===== config.mk =====
export PLATFORM = sky130hd
export DESIGN_NAME = mux8_rr_arbiter_flat
export DESIGN_NICKNAME = d
export VERILOG_FILES = /design/src/rtl/mux8_arb_pkg.sv /design/src/rtl/mux8_rr_arbiter_if.sv /design/src/rtl/rr_priority8.sv /design/src/rtl/mux8_rr_arbiter.sv /design/src/flat_wrapper.sv
export SDC_FILE = /design/constraint.sdc
export NUM_CORES = 1
export LEC_CHECK = 0
export BUFFER_PORTS_ARGS = -buffer_cell sky130_fd_sc_hd__buf_2
export CORE_UTILIZATION = 45
export CTS_BUF_LIST = sky130_fd_sc_hd__clkbuf_2
export DETAILED_ROUTE_END_ITERATION = 8
export GPL_TIMING_DRIVEN = 0
export PLACE_DENSITY = 0.66
export RECOVER_POWER = 50
export SETUP_SLACK_MARGIN = 0.15
export SLEW_MARGIN = 20
export SYNTH_ARGS = -nofsm -noshare
export SYNTH_HDL_FRONTEND = slang
export SYNTH_SLANG_ARGS = --single-unit

===== constraint.sdc =====
create_clock -name clk -period 3.6 [get_ports clk]
set_input_delay 0.36 -clock clk [delete_from_list [all_inputs] [get_ports clk]]
set_output_delay 0.36 -clock clk [all_outputs]
set_load 0.01 [all_outputs]

===== src/rtl/mux8_arb_pkg.sv =====
// Shared definitions for the 8-requester round-robin arbiter that sequences
// the select of the shared 8:1 single-bit mux.
//   arb_state_e : FSM state encoding (IDLE, GRANT)
//   N_REQ/SEL_W : requester count and select width
//   pick_t      : result of a round-robin pick (valid flag + winner index)
//   rr_pick     : rotate-and-priority-encode starting just after last_ptr
//   onehot8     : index to one-hot grant vector
package mux8_arb_pkg;

  localparam int N_REQ = 8;
  localparam int SEL_W = 3;

  typedef enum logic [0:0] {
    IDLE  = 1'b0,
    GRANT = 1'b1
  } arb_state_e;

  typedef struct packed {
    logic             valid;
    logic [SEL_W-1:0] idx;
  } pick_t;

  // Searches (last_ptr+1), (last_ptr+2), ... with wrap-around. The loop runs
  // from the farthest offset down to the nearest so the nearest set bit is
  // the last one written and therefore wins.
  function automatic pick_t rr_pick(input logic [N_REQ-1:0] req,
                                    input logic [SEL_W-1:0] last_ptr);
    pick_t            p;
    logic [SEL_W-1:0] idx;
    p = '0;
    for (int i = N_REQ - 1; i >= 0; i--) begin
      idx = last_ptr + SEL_W'(i + 1);
      if (req[idx]) begin
        p.valid = 1'b1;
        p.idx   = idx;
      end
    end
    return p;
  endfunction

  function automatic logic [N_REQ-1:0] onehot8(input logic [SEL_W-1:0] i);
    logic [N_REQ-1:0] v;
    v    = '0;
    v[i] = 1'b1;
    return v;
  endfunction

endpackage


===== src/rtl/mux8_rr_arbiter_if.sv =====
// Bus between the eight requesters and the round-robin arbiter.
//   req_i     : per-requester request (bit k = requester k)
//   in_i      : per-requester data bit feeding mux input k
//   gnt_o     : one-hot grant, zero when idle
//   sel_o     : binary index of the granted requester
//               (mux select pins: s0 = sel_o[2], s1 = sel_o[1], s2 = sel_o[0])
//   y_o       : registered mux output
//   y_valid_o : y_o holds data sampled from a granted requester
//   busy_o    : arbiter is in GRANT
//   state_o   : FSM state, for observation only
//
// Handshake: a requester raises req_i[k] and holds it for as long as it wants
// the mux; it owns the mux in every cycle where gnt_o[k] is high and gives it
// up by dropping req_i[k]. The arbiter may also withdraw the grant when the
// hold limit is reached while others wait; the requester simply keeps its
// request up and is served again later. y_o/y_valid_o trail the grant by one
// cycle and carry no back-pressure.
interface mux8_rr_arbiter_if;
  import mux8_arb_pkg::*;

  logic [N_REQ-1:0] req_i;
  logic [N_REQ-1:0] in_i;
  logic [N_REQ-1:0] gnt_o;
  logic [SEL_W-1:0] sel_o;
  logic             y_o;
  logic             y_valid_o;
  logic             busy_o;
  arb_state_e       state_o;

  modport slave (
    input  req_i, in_i,
    output gnt_o, sel_o, y_o, y_valid_o, busy_o, state_o
  );

  modport master (
    output req_i, in_i,
    input  gnt_o, sel_o, y_o, y_valid_o, busy_o, state_o
  );

endinterface


===== src/rtl/rr_priority8.sv =====
// Combinational round-robin picker for eight candidates.
//   cand_i     : candidate request vector
//   last_ptr_i : index granted most recently; search starts one above it
//   valid_o    : at least one candidate is set
//   idx_o      : index of the winning candidate
module rr_priority8
  import mux8_arb_pkg::*;
(
  input  logic [N_REQ-1:0] cand_i,
  input  logic [SEL_W-1:0] last_ptr_i,
  output logic             valid_o,
  output logic [SEL_W-1:0] idx_o
);

  pick_t pick;

  always_comb begin
    pick    = rr_pick(cand_i, last_ptr_i);
    valid_o = pick.valid;
    idx_o   = pick.idx;
  end

endmodule


===== src/rtl/mux8_rr_arbiter.sv =====
// Round-robin arbiter and select sequencer for the shared 8:1 single-bit mux.
// Grants one requester at a time, drives the mux select, registers the
// selected data bit and bounds each tenure with a hold limit.
//   clk      : rising-edge clock
//   rst_n    : asynchronous active-low reset
//   bus      : requester-side signals (see mux8_rr_arbiter_if)
// Parameters:
//   HOLD_MAX : max consecutive grant cycles while others wait (0 = unlimited)
//   CNT_W    : hold counter width, 2**CNT_W > HOLD_MAX
module mux8_rr_arbiter
  import mux8_arb_pkg::*;
#(
  parameter int HOLD_MAX = 4,
  parameter int CNT_W    = 3
) (
  input logic              clk,
  input logic              rst_n,
  mux8_rr_arbiter_if.slave bus
);

  localparam logic [CNT_W-1:0] HOLD_LIM = CNT_W'(HOLD_MAX);

  arb_state_e       state_q, state_d;
  logic [N_REQ-1:0] gnt_q, gnt_d;
  logic [SEL_W-1:0] sel_q, sel_d;
  logic [SEL_W-1:0] last_q, last_d;
  logic [CNT_W-1:0] hold_q, hold_d;
  logic             y_q, y_d;
  logic             yv_q, yv_d;

  logic             rel;
  logic             contenders;
  logic             expire;
  logic [N_REQ-1:0] cand;
  logic             pick_valid;
  logic [SEL_W-1:0] pick_idx;

  // Candidate selection. On expiry the current holder is masked out so the
  // turn passes on; on release (including a same-cycle drop/raise) the raw
  // request vector is used, which already has the holder's bit clear.
  always_comb begin
    rel        = 1'b0;
    contenders = 1'b0;
    expire     = 1'b0;
    cand       = bus.req_i;
    if (state_q == GRANT) begin
      rel        = !bus.req_i[sel_q];
      contenders = |(bus.req_i & ~gnt_q);
      expire     = (HOLD_MAX != 0) && (hold_q == HOLD_LIM) && contenders;
      if (!rel && expire) begin
        cand = bus.req_i & ~gnt_q;
      end
    end
  end

  rr_priority8 u_pick (
    .cand_i     (cand),
    .last_ptr_i (last_q),
    .valid_o    (pick_valid),
    .idx_o      (pick_idx)
  );

  always_comb begin
    state_d = state_q;
    gnt_d   = gnt_q;
    sel_d   = sel_q;
    last_d  = last_q;
    hold_d  = hold_q;
    y_d     = y_q;
    yv_d    = 1'b0;

    case (state_q)
      IDLE: begin
        if (pick_valid) begin
          state_d = GRANT;
          gnt_d   = onehot8(pick_idx);
          sel_d   = pick_idx;
          last_d  = pick_idx;
          hold_d  = CNT_W'(1);
        end else begin
          gnt_d  = '0;
          sel_d  = '0;
          hold_d = '0;
        end
      end

      GRANT: begin
        // Data path trails the grant by one cycle.
        y_d  = bus.in_i[sel_q];
        yv_d = 1'b1;
        if (rel || expire) begin
          if (pick_valid) begin
            gnt_d  = onehot8(pick_idx);
            sel_d  = pick_idx;
            last_d = pick_idx;
            hold_d = CNT_W'(1);
          end else begin
            state_d = IDLE;
            gnt_d   = '0;
            sel_d   = '0;
            hold_d  = '0;
          end
        end else if ((HOLD_MAX != 0) && (hold_q == HOLD_LIM)) begin
          // Limit reached with nobody waiting: start a fresh window.
          hold_d = CNT_W'(1);
        end else begin
          hold_d = hold_q + CNT_W'(1);
        end
      end

      default: begin
        state_d = IDLE;
        gnt_d   = '0;
        sel_d   = '0;
        hold_d  = '0;
      end
    endcase
  end

  always_ff @(posedge clk or negedge rst_n) begin
    if (!rst_n) begin
      state_q <= IDLE;
      gnt_q   <= '0;
      sel_q   <= '0;
      last_q  <= SEL_W'(N_REQ - 1);
      hold_q  <= '0;
      y_q     <= 1'b0;
      yv_q    <= 1'b0;
    end else begin
      state_q <= state_d;
      gnt_q   <= gnt_d;
      sel_q   <= sel_d;
      last_q  <= last_d;
      hold_q  <= hold_d;
      y_q     <= y_d;
      yv_q    <= yv_d;
    end
  end

  assign bus.gnt_o     = gnt_q;
  assign bus.sel_o     = sel_q;
  assign bus.y_o       = y_q;
  assign bus.y_valid_o = yv_q;
  assign bus.busy_o    = (state_q == GRANT);
  assign bus.state_o   = state_q;

endmodule


===== src/flat_wrapper.sv =====
// flat-port wrapper written by rule: the top's interface ports become plain ports
module mux8_rr_arbiter_flat import mux8_arb_pkg::*;
#(
  parameter int HOLD_MAX = 4,
  parameter int CNT_W    = 3
)
  (clk, rst_n, bus_req_i, bus_in_i, bus_gnt_o, bus_sel_o, bus_y_o, bus_y_valid_o, bus_busy_o, bus_state_o);
  mux8_rr_arbiter_if bus_i ();
  input logic clk;
  input logic rst_n;
  input wire logic [$bits(bus_i.req_i)-1:0] bus_req_i;
  input wire logic [$bits(bus_i.in_i)-1:0] bus_in_i;
  output wire logic [$bits(bus_i.gnt_o)-1:0] bus_gnt_o;
  output wire logic [$bits(bus_i.sel_o)-1:0] bus_sel_o;
  output wire logic [$bits(bus_i.y_o)-1:0] bus_y_o;
  output wire logic [$bits(bus_i.y_valid_o)-1:0] bus_y_valid_o;
  output wire logic [$bits(bus_i.busy_o)-1:0] bus_busy_o;
  output wire logic [$bits(bus_i.state_o)-1:0] bus_state_o;
  assign bus_i.req_i = bus_req_i;
  assign bus_i.in_i = bus_in_i;
  assign bus_gnt_o = bus_i.gnt_o;
  assign bus_sel_o = bus_i.sel_o;
  assign bus_y_o = bus_i.y_o;
  assign bus_y_valid_o = bus_i.y_valid_o;
  assign bus_busy_o = bus_i.busy_o;
  assign bus_state_o = bus_i.state_o;
  mux8_rr_arbiter #(.HOLD_MAX(HOLD_MAX), .CNT_W(CNT_W)) u_core (.clk(clk), .rst_n(rst_n), .bus(bus_i));
endmodule

==> results of run 1 <==
-- registers in the layout, summed over array words and instances, names as in the netlist --
register / count
u_core.bus.busy_o: 1
u_core.bus.gnt_o: 8
u_core.bus.sel_o: 3
u_core.bus.y_o: 1
u_core.bus.y_valid_o: 1
u_core.hold_q: 3
u_core.last_q: 3
-- layer usage --
layer,wire [microns],part of all wire (%),global-route usage (%)
met1,3330,40,41.8
met2,3810,45,44.9
met3,860,10,6.37
met4,425,5.0,13.4
met5,0,0,0
-- layout by cell type, fill, tap and decap left out, drive strengths merged, types with 3 or more instances in the layout --
| cell type | netlist | final |
|---|---|---|
| nand3 | 5 | 5 |
| nand2b | 4 | 4 |
| nand2 | 28 | 28 |
| a211oi | 6 | 6 |
| o211ai | 4 | 4 |
| a22o | 8 | 8 |
| a221oi | 3 | 3 |
| or2 | 4 | 4 |
| buf | 8 | 66 |
| dfstp | 3 | 3 |
| a311oi | 11 | 11 |
| nor3b | 3 | 3 |
| dfrtp | 17 | 17 |
| and3 | 3 | 3 |
| a21oi | 8 | 8 |
| nor2 | 22 | 22 |
| o21ai | 6 | 6 |
| mux4 | 9 | 9 |
| ha | 4 | 4 |
| mux2i | 6 | 6 |
| o41ai | 3 | 3 |
| nor3 | 8 | 8 |
| a31o | 6 | 6 |
| o22ai | 10 | 10 |
| o31ai | 3 | 3 |
| nor4 | 3 | 3 |
| a21o | 3 | 3 |
| a31oi | 13 | 13 |
| clkbuf | 10 | 11 |
| o32ai | 3 | 3 |
| inv | 17 | 16 |
-- through the flow --
step                      hold WS (ns)  worst slack [ns]  cell area (sq um)  util, %
final                            0.535           -0.0590               3260     66.9
after global routing             0.559            -0.182               3260     66.9
after CTS                        0.470          -0.00803               3080     63.1
after detailed placement         0.330            -0.600               2610     53.5
after global placement           0.323            -0.722               2610     53.5
after floorplan                 0.0644             0.172               2370        -
-- critical path, stage by stage (launching register included) --
cell and delay (ns):
dfrtp_2 0.43, mux4_2 0.49, nand2b_4 0.16, o2111a_1 0.15
buf_6 0.14, buf_8 0.13, a31oi_1 0.39, mux4_2 0.38
or2_0 0.22, o311ai_1 0.17, a221oi_2 0.37, nand3_4 0.17
and3_4 0.19, a22o_1 0.17
-- cells by family after synthesis --
| kind of cell | share of synthesized area (%) |
|---|---|
| AO/OA/AOI/OAI | 35.6 |
| XOR/XNOR | 1.49 |
| adder cells (fa/ha/maj) | 2.13 |
| buffers and inverters | 7.03 |
| flip-flops | 21.5 |
| multiplexers | 11.8 |
| AND/OR/NAND/NOR | 20.5 |
-- repair_timing --
action                                  in CTS  in global routing
setup buffers                               15                  9
endpoints found under the hold margin       17                  0
resized for setup                           59                 29
pin swaps                                   20                 14
hold buffers                                 1                  0
endpoints found under the setup margin      16                 14
-- worst paths after layout --
path / startpoint / endpoint / slack, ns / depth (start not counted)
worst max register to register: u_core.bus.sel_o[2]$_DFFE_PN0N_ / u_core.bus.gnt_o[4]$_DFFE_PN0N_ / -0.06 / 13
max in group asynchronous: rst_n / u_core.bus.gnt_o[4]$_DFFE_PN0N_ / 2.18 / 2
worst min register to register: u_core.bus.busy_o$_DFF_PN0_ / u_core.bus.y_valid_o$_DFF_PN0_ / 0.54 / 0
worst min-delay path: u_core.bus.busy_o$_DFF_PN0_ / u_core.bus.y_valid_o$_DFF_PN0_ / 0.54 / 0
worst max-delay path: u_core.bus.sel_o[2]$_DFFE_PN0N_ / u_core.bus.gnt_o[4]$_DFFE_PN0N_ / -0.06 / 13
min in group asynchronous: rst_n / u_core.bus.sel_o[1]$_DFFE_PN0N_ / 0.69 / 2
-- final cells by class --
cell class | count | area [sq um] | area share, %
clock inverter | 1 | 30.0 | 0.920
timing repair buffer | 57 | 347 | 10.6
buffer | 18 | 170 | 5.21
inverter | 17 | 67.6 | 2.07
tap | 67 | 83.8 | 2.57
clock buffer | 3 | 15.0 | 0.460
sequential | 20 | 512 | 15.7
multi-input combinational | 217 | 2040 | 62.5
==> metrics.md, run 1 <==
| Metric | Value |
|---|---|
| Status | finished with violations |
| Failing checks | setup timing |
| Clock tree root buffer cell | clkbuf_2 |
| F_max | 0.273 GHz |
| Required time worst endpoint | 3.85 ns |
| Initial antenna violation count | 0 |
| Actual slew at the worst max-slew pin | 1.08 ns |
| # DRC | 0 |
| Global-route wire length before repair | roughly 13000 microns |
| Ports | 33 |
| Slew Limit Fails | 0 |
| Top cells by area, synth | dfrtp_1 (18%), mux4_2 (7.7%), nand2_1 (4.3%), a311oi_1 (4.1%), nor2_1 (3.5%) |
| Mapped Nets | 294 |
| Vias | 2799 |
| 1st-pass router iterations | 6 |
| Mapped cell area | 0.00235 sq mm |
| Post-synthesis async set-or-reset flop share | 100% |
| Setup TNS Final | -0.323 ns |
| CP startpoint kind | flop |
| Fill cells | 397 |
| Syn Inst Count | 272 |
| Clock slew at reported path FFs | 0.21 ns |
| 1st-iter DRT viols | between 500 and 600 |
| Ant. Diodes | 0 |
| H-tree depth | 1 |
| Setup Viol. Count Final | 9 |
| Max cap viols | 0 |
| Most common library cells after synthesis | nand2_1 (27), nor2_1 (22), dfrtp_1 (17), inv_1 (17), a31oi_1 (12) |
| Largest net degree at the start of global routing | 21 |
| Vias per inst | about 7 |
| Max clock buf depth | 2 |
| Post-synth top area share | 18.1% |
| Library cells used by synthesis | 77 |
| Critical Path Sink Type | flop |
| Min setup slack post-route | -0.0590 ns |
| Layout cells sized above 1 | a little under half |
| GRT Residual Overflow | 0 |
| Die H | 74.3 microns |
| Placed insts | 371 |
| Cts bufs inserted | 3 |
| FP Rows | 25 |
| Cell with the most instances after synthesis | nand2_1 |
| Largest area contributor in the netlist | dfrtp_1 |
| Detail Placement HPWL | 5690 microns |
| Syn_area_per_cell | ~8.6 sq um |
| Sequential share of the synthesized area | 21.5% |
| Final GP Congestion | 0.991 |
| Max Clock Skew | 0.0155 ns |
| WL final | 8430 microns |
| CP Class | reg2reg |
| Period minus WS final | roughly 3.7 ns |
| Drt wl/cell | ~21 microns |
| Post-synth EDFFs | 0 |
| Layout Nets | 356 |
| HP Class | reg2reg |
| Die width | 74.3 microns |
| Max-slew headroom | 28.0% |
| Crit-path max FO | 6 |
| Synthesis Warnings | 0 |
| Die Footprint | 0.00551 sq mm |
| Flip-flop and latch count after synthesis | 20 |
| Final Cycle Share | 102% |
| Synth-to-layout area growth | 38.9% |
| Vias in the first global route | 2504 |
| Final-report hold violation count | 0 |
| Clk Latency, worst-skew pair | about 0.34 ns |
| Unrepaired setup endpoints after global routing | yes |
| Core footprint | between 0.004 and 0.005 sq mm |
| Critical Path AT | around 3.9 ns |
| Initial Util | between 40% and 50% |
| CTS tree | built |
| Final non-filler cell total | 400 |
| Total GRT Usage | 30.0% |
| CTS sink count | 20 |
| Antenna Nets Post-Route | 0 |
| Top FF cell, synth | dfrtp_1 |
| Port-buffer cells | 32 |
Power of run 1 is not shown: default switching activity piles up to over one toggle a cycle in this logic, so the estimate is an artifact.
==> run 2, diff against run 1 <==
CTS_BUF_LIST = not set   (was sky130_fd_sc_hd__clkbuf_2)
==> metrics.md, run 2 (synthesis results as in run 1) <==
| Metric | Value |
|---|---|
| Status | finished with violations |
| Failing checks | setup timing |
| CTS tree | built |
| Max clock buf depth | 2 |
| Setup Viol. Count Final | 14 |
| Die width | 74.3 microns |
| Max-slew headroom | 28.8% |
| FP Rows | 25 |
| Clock slew at reported path FFs | 0.08 ns |
| Unrepaired setup endpoints after global routing | yes |
| Drt wl/cell | 21.5 microns |
| Layout cells sized above 1 | 46.7% |
| Clk Latency, worst-skew pair | 0.26 ns |
| Ports | 33 |
| Crit-path max FO | 6 |
| Hold Buf Count CTS | 0 |
| CP startpoint kind | flop |
| Largest net degree at the start of global routing | 21 |
| Final GP Congestion | 0.991 |
| # DRC | 0 |
| Commonest non-fill, non-tap cell in the layout | buf_4 |
| Cts bufs inserted | 3 |
| Port-buffer cells | 32 |
| 1st-iter DRT viols | just over 400 |
| Vias in the first global route | 2493 |
| F_max | 0.265 GHz |
| Slew Limit Fails | 0 |
| Vias | 2846 |
| Initial antenna violation count | 0 |
| 1st-pass router iterations | 7 |
| Period minus WS final | 3.77 ns |
| Initial Util | 48.2% |
| Ant. Diodes | 0 |
| Dpl ws | -0.600 ns |
| Required time worst endpoint | 3.75 ns |
| CP Class | reg2reg |
| HP Class | in2async |
| Synth-to-layout area growth | 40.0% |
| Final-report hold violation count | 0 |
| Detail Placement HPWL | 5690 microns |
| Antenna Nets Post-Route | 0 |
| Max Clock Skew | 0.00817 ns |
| Flip-flop count of the largest register after layout | 8 |
| Critical Path Sink Type | flop |
| Die H | 74.3 microns |
| GRT Residual Overflow | 0 |
| Final Cycle Share | 105% |
| Min setup slack post-route | -0.170 ns |
| Max cap viols | 0 |
| Final non-filler cell total | around 410 |
| Area of the multi-input gates | about 0.002 sq mm |
| Clock tree root buffer cell | clkbuf_8 |
| Most frequent cells in the layout | buf_4 (33), buf_2 (32), nand2_1 (25) |
| Storage cell area | 514 sq um |
| Global-route wire length before repair | ~13000 microns |
| H-tree depth | 1 |
| Die Footprint | 0.00551 sq mm |
| Core footprint | 0.00488 sq mm |
| Vias per inst | around 7.0 |
| Total GRT Usage | 30.0% |
| Layout Nets | 361 |
| CTS sink count | 20 |
| WL final | 8730 microns |
| Critical Path AT | about 4 ns |
| Fill cells | a little under 400 |
| Actual slew at the worst max-slew pin | 1.07 ns |
| Placed insts | 371 |
[run 2: changes by cell type in the layout (fill, tap and decap cells not counted), sizes merged]
cell / before / now
dlygate4sd3: 1 / 0
buf: 66 / 69
clkbuf: 11 / 14
[run 2: timing repair]
item                                   CTS  global route
resized for setup                       53            26
setup endpoints to repair               16            14
endpoints found under the hold margin    0             0
pin swaps                                6            20
gates cloned                             1             0
setup buffers                           12            18
[run 2: path summary, 6_finish.rpt]
check	start	to	slack, ns	cells after the start
setup / recovery	u_core.bus.sel_o[2]$_DFFE_PN0N_	u_core.bus.gnt_o[4]$_DFFE_PN0N_	-0.17	15
hold / removal	rst_n	u_core.bus.sel_o[0]$_DFFE_PN0N_	0.26	1
setup reg to reg	u_core.bus.sel_o[2]$_DFFE_PN0N_	u_core.bus.gnt_o[4]$_DFFE_PN0N_	-0.17	15
hold reg to reg	u_core.bus.busy_o$_DFF_PN0_	u_core.bus.y_valid_o$_DFF_PN0_	0.52	0
max in group asynchronous	rst_n	u_core.bus.gnt_o[4]$_DFFE_PN0N_	2.61	1
min in group clk	u_core.bus.busy_o$_DFF_PN0_	u_core.bus.y_valid_o$_DFF_PN0_	0.52	0
[run 2: layer usage]
metal	track usage (%)	share of wire (%)	routed length (microns)	up-vias
met5	0	0	0	-
met4	11.9	4.2	366	0
met3	6.50	10	909	52
met2	46.8	45	3970	213
met1	40.6	40	3480	1361
li1	-	-	-	1220
[run 2: worst max-delay path, cell delays in order, from the launching register on]
cell	delay [ns]
dfrtp_2	0.39
mux4_2	0.50
nand2b_4	0.16
o2111a_1	0.17
buf_6	0.13
buf_8	0.12
buf_4	0.13
buf_4	0.13
a31oi_2	0.29
mux4_2	0.35
or2_0	0.21
o311ai_1	0.16
a221oi_2	0.32
nand3_2	0.21
and3_4	0.21
a22o_1	0.17
[run 2: cell type report]
cell class,instances,share of cell area [%]
plain buffers,18,4.68
clock buffers,3,1.26
clock inverters,1,0.913
inverters,17,2.05
multi-input cells,217,61.1
flip-flops and latches,20,15.6
well taps,67,2.55
repair buffers,62,11.8
[run 2: through the flow]
stage / hold WS, ns / setup TNS, ns / instance area [sq um] / utilization, %
5_1_grt: 0.347 / -2.48 / 3290 / 67.4
2_1_floorplan: 0.0644 / 0 / 2370 / -
3_3_place_gp: 0.323 / -7.86 / 2610 / 53.5
6_report: 0.262 / -1.44 / 3290 / 67.4
3_5_place_dp: 0.330 / -6.61 / 2610 / 53.5
4_1_cts: 0.0401 / 0 / 3040 / 62.4
Power of run 2 is left out for the same reason.
